$ cat config.mk
export PLATFORM = sky130hd
export DESIGN_NAME = event_latch_arbiter
export DESIGN_NICKNAME = d
export VERILOG_FILES = /design/src/rtl/event_latch_arbiter.sv
export SDC_FILE = /design/constraint.sdc
export NUM_CORES = 1
export LEC_CHECK = 0
export CAP_MARGIN = 20
export CELL_PAD_IN_SITES_DETAIL_PLACEMENT = 0
export CELL_PAD_IN_SITES_GLOBAL_PLACEMENT = 2
export CORE_MARGIN = 8
export CORE_UTILIZATION = 24
export DETAILED_ROUTE_END_ITERATION = 10
export PLACE_DENSITY = 0.59
export SLEW_MARGIN = 20
export SYNTH_ARGS = -nofsm -noshare
export SYNTH_HDL_FRONTEND = slang
export SYNTH_SLANG_ARGS = --single-unit
$ cat constraint.sdc
create_clock -name clk -period 3.03 [get_ports clk]
set_input_delay 0.606 -clock clk [delete_from_list [all_inputs] [get_ports clk]]
set_output_delay 0.606 -clock clk [all_outputs]
set_load 0.05 [all_outputs]
$ cat src/rtl/event_latch_arbiter.sv
// Sticky per-channel event latch with round-robin single-channel offer/handshake.
// Optional saturating overflow counter enabled by defining LATCH_OVF_CNT_EN.
module event_latch_arbiter #(
  parameter int NCH   = 8,
  parameter int CNT_W = 8
) (
  input  logic                     clk,
  input  logic                     rst_n,
  input  logic                     arm,
  input  logic [NCH-1:0]           evt_in,
  output logic [NCH-1:0]           pending,
  output logic                     out_valid,
  input  logic                     out_ready,
  output logic [$clog2(NCH)-1:0]   out_ch,
  output logic                     out_ovf
`ifdef LATCH_OVF_CNT_EN
  ,
  input  logic                     cnt_clr,
  output logic [CNT_W-1:0]         ovf_cnt
`endif
);

  localparam int CH_W = $clog2(NCH);

  typedef enum logic {IDLE, OFFER} state_t;

  state_t            state_q, state_d;
  logic [NCH-1:0]    flag_q, flag_d;
  logic [NCH-1:0]    ovf_q, ovf_d;
  logic [CH_W-1:0]   rr_ptr_q, rr_ptr_d;
  logic [CH_W-1:0]   out_ch_q, out_ch_d;
  logic [NCH-1:0]    set, clr;
  logic              hs;
  logic [CH_W-1:0]   pick, idx;
  logic              found;
  int                j;

  // Set beats clear on the same channel, and a fresh event there carries no overflow.
  always_comb begin
    set = arm ? evt_in : '0;
    hs  = (state_q == OFFER) && out_ready;
    clr = '0;
    if (hs) clr[out_ch_q] = 1'b1;
    flag_d = set | (flag_q & ~clr);
    ovf_d  = (ovf_q | (set & flag_q)) & ~clr;
  end

  always_comb begin
    pick  = '0;
    found = 1'b0;
    idx   = '0;
    j     = 0;
    for (int k = 0; k < NCH; k++) begin
      j = int'(rr_ptr_q) + k;
      if (j >= NCH) j = j - NCH;
      idx = CH_W'(j);
      if (!found && flag_q[idx]) begin
        found = 1'b1;
        pick  = idx;
      end
    end
  end

  always_comb begin
    state_d  = state_q;
    out_ch_d = out_ch_q;
    rr_ptr_d = rr_ptr_q;
    case (state_q)
      IDLE: begin
        if (found) begin
          state_d  = OFFER;
          out_ch_d = pick;
        end
      end
      OFFER: begin
        if (out_ready) begin
          state_d  = IDLE;
          rr_ptr_d = (out_ch_q == CH_W'(NCH - 1)) ? '0 : out_ch_q + 1'b1;
        end
      end
      default: state_d = IDLE;
    endcase
  end

  always_ff @(posedge clk or negedge rst_n) begin
    if (!rst_n) begin
      state_q  <= IDLE;
      flag_q   <= '0;
      ovf_q    <= '0;
      rr_ptr_q <= '0;
      out_ch_q <= '0;
    end else begin
      state_q  <= state_d;
      flag_q   <= flag_d;
      ovf_q    <= ovf_d;
      rr_ptr_q <= rr_ptr_d;
      out_ch_q <= out_ch_d;
    end
  end

  assign pending   = flag_q;
  assign out_valid = (state_q == OFFER);
  assign out_ch    = out_ch_q;
  assign out_ovf   = (state_q == OFFER) && ovf_q[out_ch_q];

`ifdef LATCH_OVF_CNT_EN
  localparam int SUM_W = CNT_W + 6;

  logic [NCH-1:0]   ovf_evt;
  logic [SUM_W-1:0] sum;
  logic [CNT_W-1:0] cnt_q, cnt_d;

  // Sum is wide enough to hold a full counter plus every channel overflowing at once.
  always_comb begin
    ovf_evt = set & flag_q & ~clr;
    sum     = SUM_W'(cnt_q);
    for (int i = 0; i < NCH; i++) sum = sum + SUM_W'(ovf_evt[i]);
    if (cnt_clr)                               cnt_d = '0;
    else if (sum > SUM_W'({CNT_W{1'b1}}))      cnt_d = '1;
    else                                       cnt_d = sum[CNT_W-1:0];
  end

  always_ff @(posedge clk or negedge rst_n) begin
    if (!rst_n) cnt_q <= '0;
    else        cnt_q <= cnt_d;
  end

  assign ovf_cnt = cnt_q;
`endif

endmodule

==> impl_metrics.json, run 1 <==
{
  "nets": 227,
  "crit_end": "out_ovf",
  "antenna_cells": 0,
  "num_vias": 1619,
  "gp_routability_congestion": 0.741,
  "start_util": 0.245,
  "placement_rows": 32,
  "hold_buffers": 0,
  "cts_root_buf": "clkbuf_8",
  "max-cap-violations": 0,
  "clockBufferDepth": 2,
  "grt_max_degree": 24,
  "fin_cells": 312,
  "portBuffers": 24,
  "clk_pin_slew_ns": 0.09,
  "cp-startpoint": "out_ch[2]$_DFFE_PN0P_",
  "grt_usage": 0.104,
  "dp_hpwl_mm": 4.30,
  "slew_viol_final": 0,
  "clkLatencyLatePin_ns": 0.27,
  "peakVddDrop_mv": 0.372,
  "r2r_start": "rr_ptr_q[0]$_DFFE_PN0P_",
  "r2r_end": "out_ch[0]$_DFFE_PN0P_",
  "syn_area_per_cell_sq_um": 10.2,
  "cts_setup_buffers": 0,
  "whs_ns": 0.545,
  "wl_per_cell_um": 18.0,
  "wirelength_mm": 5.63,
  "die_x_um": 104,
  "synth_area_sq_um": 1860,
  "antenna_left": 0,
  "ff2ff_path_depth": 8,
  "p_leak_nw": 0.850,
  "drt_pass1_iterations": 4,
  "place_area_sq_um": 2260,
  "final_area_sq_um": 2300,
  "grt-ovfl-total": 0,
  "synthCells": 183,
  "cp_max_fo": 7,
  "grt_pass1_wl_mm": 9.36,
  "rrSetupSlack_ns": 0.25,
  "cts.sinks": 23,
  "synth_edf_count": 0,
  "die_area_sq_um": 10800,
  "critPathLaunchType": "register",
  "worstSetupPathType": "reg -> out",
  "min_path_type": "reg -> reg",
  "drive_above_1_share": 0.186,
  "dr.first_iter.drc_count": 41,
  "cts_resized": 0,
  "synth_nets": 199,
  "worst_pin_slew_ns": 0.598,
  "cts_made_buffers": 3,
  "dp_cells": 308,
  "fin_tns_setup_ns": 0,
  "power_density_nw_per_um2": 1150,
  "ios": 25,
  "clock.fmax_mhz": 352,
  "yosys_most_used_dff": "dfrtp_1",
  "finalSetupViolations": 0,
  "antenna_found_initial": 0,
  "fill_cells": 819,
  "yosysSeqAreaShare": 0.309,
  "fp.dieH_um": 104,
  "rsz0062_at_grt": "false",
  "hold_viol_final": 0,
  "drc": 0,
  "cts_tree": "done",
  "worstPathRequired_ns": 2.42,
  "finalCriticalPeriod_ns": 2.84,
  "ys_warn_count": 0,
  "max-slew-margin-rel": 0.600,
  "syn_to_final_growth_pct": 23.7,
  "ys_ff_latch": 23,
  "period_share": 0.939,
  "htreeDepth": 1,
  "placeableCoreArea_sq_um": 7610,
  "worstPathArrival_ns": 2.24,
  "final_core_util": 0.303,
  "fin_skew_ns": 0.00238,
  "grt_pass1_vias": 1745,
  "postSynth.asyncResetShare": 1.00,
  "endpoint_kind": "output pin",
  "synthDistinctLibCells": 44,
  "vias_per_cell": 5.19,
  "status": "complete, no violations"
}
where the power goes:
part | internal (mW) | switching (mW)
logic | 0.815 | 1.04
registers | 0.421 | 0.177
clock network | 0.0940 | 0.103
total | 1.33 | 1.32
worst min-delay path by stage:
| stage | from | endpoint | cells past startpoint |
|---|---|---|---|
| global route | ovf_q[5]$_DFF_PN0_ | ovf_q[5]$_DFF_PN0_ | 2 |
| global placement | ovf_q[4]$_DFF_PN0_ | ovf_q[4]$_DFF_PN0_ | 2 |
| floorplan | rst_n | out_ch[0]$_DFFE_PN0P_ | 0 |
| detailed placement | ovf_q[4]$_DFF_PN0_ | ovf_q[4]$_DFF_PN0_ | 2 |
| finish | ovf_q[1]$_DFF_PN0_ | ovf_q[1]$_DFF_PN0_ | 2 |
| CTS | ovf_q[4]$_DFF_PN0_ | ovf_q[4]$_DFF_PN0_ | 2 |
layout make-up:
cell class	instances	area (sq um)	share of cell area
clock buffers	4	45.0	0.0196
inverters	6	22.5	0.00978
multi-input cells	141	1200	0.522
flip-flops and latches	23	576	0.250
well taps	102	128	0.0554
repair buffers	36	330	0.143
critical path: stages, from the launching register on:
cell and delay, ns:
dfrtp_1 0.52, mux4_2 0.53, mux2i_1 0.15, nor2b_1 0.06, clkdlybuf4s50_1 0.70
layer usage:
metal / global-route usage / part of all wire / routed length [um] / vias to the layer above
li1: - / - / - / 765
met1: 0.129 / 0.46 / 2600 / 818
met2: 0.179 / 0.50 / 2810 / 26
met3: 0.0143 / 0.021 / 119 / 10
met4: 0.0372 / 0.017 / 97 / 0
met5: 0 / 0 / 0 / -
cell usage after synthesis (all sizes together), types with 3 or more instances:
cell type | instances | area share
dfrtp | 23 | 0.31
nand2 | 15 | 0.030
a21oi | 14 | 0.038
mux4 | 13 | 0.16
nor2 | 11 | 0.022
a31oi | 10 | 0.034
o21ai | 10 | 0.027
a22o | 9 | 0.042
clkbuf | 8 | 0.016
mux2 | 8 | 0.054
mux2i | 7 | 0.038
inv | 6 | 0.012
buf | 5 | 0.017
ha | 4 | 0.027
nand3 | 4 | 0.011
nand2b | 3 | 0.010
nor2b | 3 | 0.010
xor2 | 3 | 0.014
kinds of logic after synthesis:
| kind of cell | after synthesis | synth area share |
|---|---|---|
| AOI/OAI and AO/OA | 65 | 0.252 |
| xor gates and xnor gates | 3 | 0.0141 |
| adders and majority gates | 4 | 0.0269 |
| buffers and inverters | 19 | 0.0451 |
| DFF | 23 | 0.309 |
| muxes | 28 | 0.249 |
| and+or+nand+nor | 41 | 0.104 |
cells in the final DEF (no fill, tap or decap), types with 6 or more instances in the layout:
cell	count
o21ai_0	9
nor2_1	11
a31oi_1	10
mux2i_1	7
dfrtp_1	23
a22o_1	9
mux4_2	13
a21oi_1	14
buf_4	12
clkdlybuf4s50_1	24
inv_1	6
nand2_1	15
per-stage QoR:
stage                     total power, mW  worst slack (ns)
after floorplan                      1.88             0.330
after detailed placement             2.47             0.256
after CTS                            2.67             0.162
after global placement               2.50             0.279
final                                2.65             0.185
after global routing                 2.84            0.0811
registers in the layout (all words and copies together) (netlist names):
signal,count
pending,8
rr_ptr_q,3
out_ch,3
ovf_q,8
out_valid,1
Note: power is estimated with default switching activity, not from simulation.
==> run 2: changes to the inputs <==
--- a/config.mk
+++ b/config.mk
@@ -10,8 +10,10 @@
 export CELL_PAD_IN_SITES_GLOBAL_PLACEMENT = 2
 export CORE_MARGIN = 8
 export CORE_UTILIZATION = 24
+export CTS_CLUSTER_DIAMETER = 200
 export DETAILED_ROUTE_END_ITERATION = 10
-export PLACE_DENSITY = 0.59
+export DONT_BUFFER_PORTS = 1
+export PLACE_DENSITY = 0.53
 export SLEW_MARGIN = 20
 export SYNTH_ARGS = -nofsm -noshare
 export SYNTH_HDL_FRONTEND = slang
==> run 2 against run 1 <==
  * Die area unchanged
  * Sequential share of layout area up 2.2 points
  * Critical path depth up 4
  * Sequential power about the same
  * Via count down 5.7%
  * Critical path type is now reg -> reg
  * Hold slack worse by 0.52 ns
  * Cell area down 8.2%
  * Clock-buffer cell count unchanged
  * Fmax about the same
  * Utilization down 2.5 points
==> impl_metrics.json, run 2 (synthesis gave the netlist of run 1 again) <==
{
  "status": "complete, no violations",
  "vias_per_cell": 5.18,
  "wirelength_mm": 5.50,
  "cts_made_buffers": 3,
  "start_util": 0.245,
  "antenna_found_initial": 0,
  "fin_skew_ns": 0.00183,
  "grt_max_degree": 24,
  "p_total_mw": 2.54,
  "worst_pin_slew_ns": 0.672,
  "slew_viol_final": 0,
  "min_path_type": "in -> async",
  "cp_top_family": "multiplexers",
  "portBuffers": 0,
  "path_cells": "buf_4, mux2_1, mux4_2, o32a_4, nor3b_2, a41o_1, nand2b_1, o31a_1",
  "worstPathRequired_ns": 3.18,
  "clkLatencyLatePin_ns": 0.26,
  "num_vias": 1527,
  "crit_buf_inv": 1,
  "cp_max_fo": 15,
  "dr.first_iter.drc_count": 61,
  "ios": 25,
  "period_share": 0.940,
  "final_core_util": 0.278,
  "placeableCoreArea_sq_um": 7610,
  "max-slew-margin-rel": 0.552,
  "finalCriticalPeriod_ns": 2.85,
  "finalSetupViolations": 0,
  "grt_usage": 0.0996,
  "worstSetupPathType": "reg -> reg",
  "wl_per_cell_um": 18.7,
  "hold_viol_final": 0,
  "critPathLaunchType": "register",
  "max-cap-violations": 0,
  "dp_hpwl_mm": 4.45,
  "worstPathArrival_ns": 3.00,
  "antenna_left": 0,
  "endpoint_kind": "register",
  "antenna_cells": 0,
  "grt_pass1_wl_mm": 8.77,
  "power_density_nw_per_um2": 1200,
  "dpl_worst_slack_ns": 0.194,
  "placement_rows": 32,
  "max_stage_delay_ns": 0.51,
  "htreeDepth": 1,
  "final_common_cell": "dfrtp_1",
  "grt-ovfl-total": 0,
  "gp_routability_congestion": 0.776,
  "final_cell_mix": "dfrtp_1 (23), buf_4 (19), nand2_1 (15)",
  "grt_pass1_vias": 1617,
  "cts_tree": "done",
  "fp.dieH_um": 104,
  "drc": 0,
  "clock.fmax_mhz": 351,
  "cts_resized": 0,
  "cts_setup_buffers": 0,
  "cts.sinks": 23,
  "die_x_um": 104,
  "p_leak_nw": 0.783,
  "peakVddDrop_mv": 0.402,
  "syn_to_final_growth_pct": 13.7,
  "clockBufferDepth": 2,
  "rsz0062_at_grt": "false",
  "drt_pass1_iterations": 4,
  "fin_ws_ns": 0.182,
  "cts_root_buf": "clkbuf_8",
  "nets": 210,
  "fill_cells": 844,
  "drive_above_1_share": 0.238,
  "hold_buffers": 0,
  "clk_pin_slew_ns": 0.08,
  "cp_slowest_cell": "mux4_2",
  "fin_tns_setup_ns": 0,
  "die_area_sq_um": 10800
}
-- run 2: metal layers --
layer | wire length [um] | GRT usage | vias to the layer above
li1 | - | - | 737
met1 | 2290 | 0.112 | 756
met2 | 2970 | 0.186 | 30
met3 | 183 | 0.0167 | 4
met4 | 68 | 0.0310 | 0
met5 | 0 | 0 | -
-- run 2: worst paths after layout --
| kind | end | slack, ns | from | depth (start not counted) |
|---|---|---|---|---|
| setup / recovery | out_ch[0]$_DFFE_PN0P_ | 0.18 | rr_ptr_q[0]$_DFFE_PN0P_ | 8 |
| setup reg to reg | out_ch[0]$_DFFE_PN0P_ | 0.18 | rr_ptr_q[0]$_DFFE_PN0P_ | 8 |
| hold reg to reg | ovf_q[2]$_DFF_PN0_ | 0.55 | ovf_q[2]$_DFF_PN0_ | 2 |
| min in group clk | pending[1]$_DFF_PN0_ | 0.48 | arm | 1 |
| hold / removal | pending[2]$_DFF_PN0_ | 0.03 | rst_n | 0 |
| max in group asynchronous | pending[5]$_DFF_PN0_ | 2.93 | rst_n | 0 |
-- run 2: power by group --
group,switching [mW],internal (mW)
Clock,0.0971,0.0938
Sequential,0.180,0.421
Combinational,1.02,0.728
-- run 2: area by class of cell --
class / instances / area [sq um] / area share
Clock buffer: 4 / 45.0 / 0.0213
Inverter: 6 / 22.5 / 0.0107
Multi-Input combinational cell: 141 / 1200 / 0.568
Sequential cell: 23 / 576 / 0.272
Tap cell: 102 / 128 / 0.0604
Timing Repair Buffer: 19 / 143 / 0.0675
-- run 2: metrics by stage --
stage | instance area [sq um] | cells | hold WS, ns
2_1_floorplan | 1860 | 183 | 0.310
3_3_place_gp | 2070 | 291 | 0.311
3_5_place_dp | 2070 | 291 | 0.311
4_1_cts | 2110 | 295 | 0.0215
5_1_grt | 2110 | 295 | 0.00636
6_report | 2110 | 295 | 0.0298
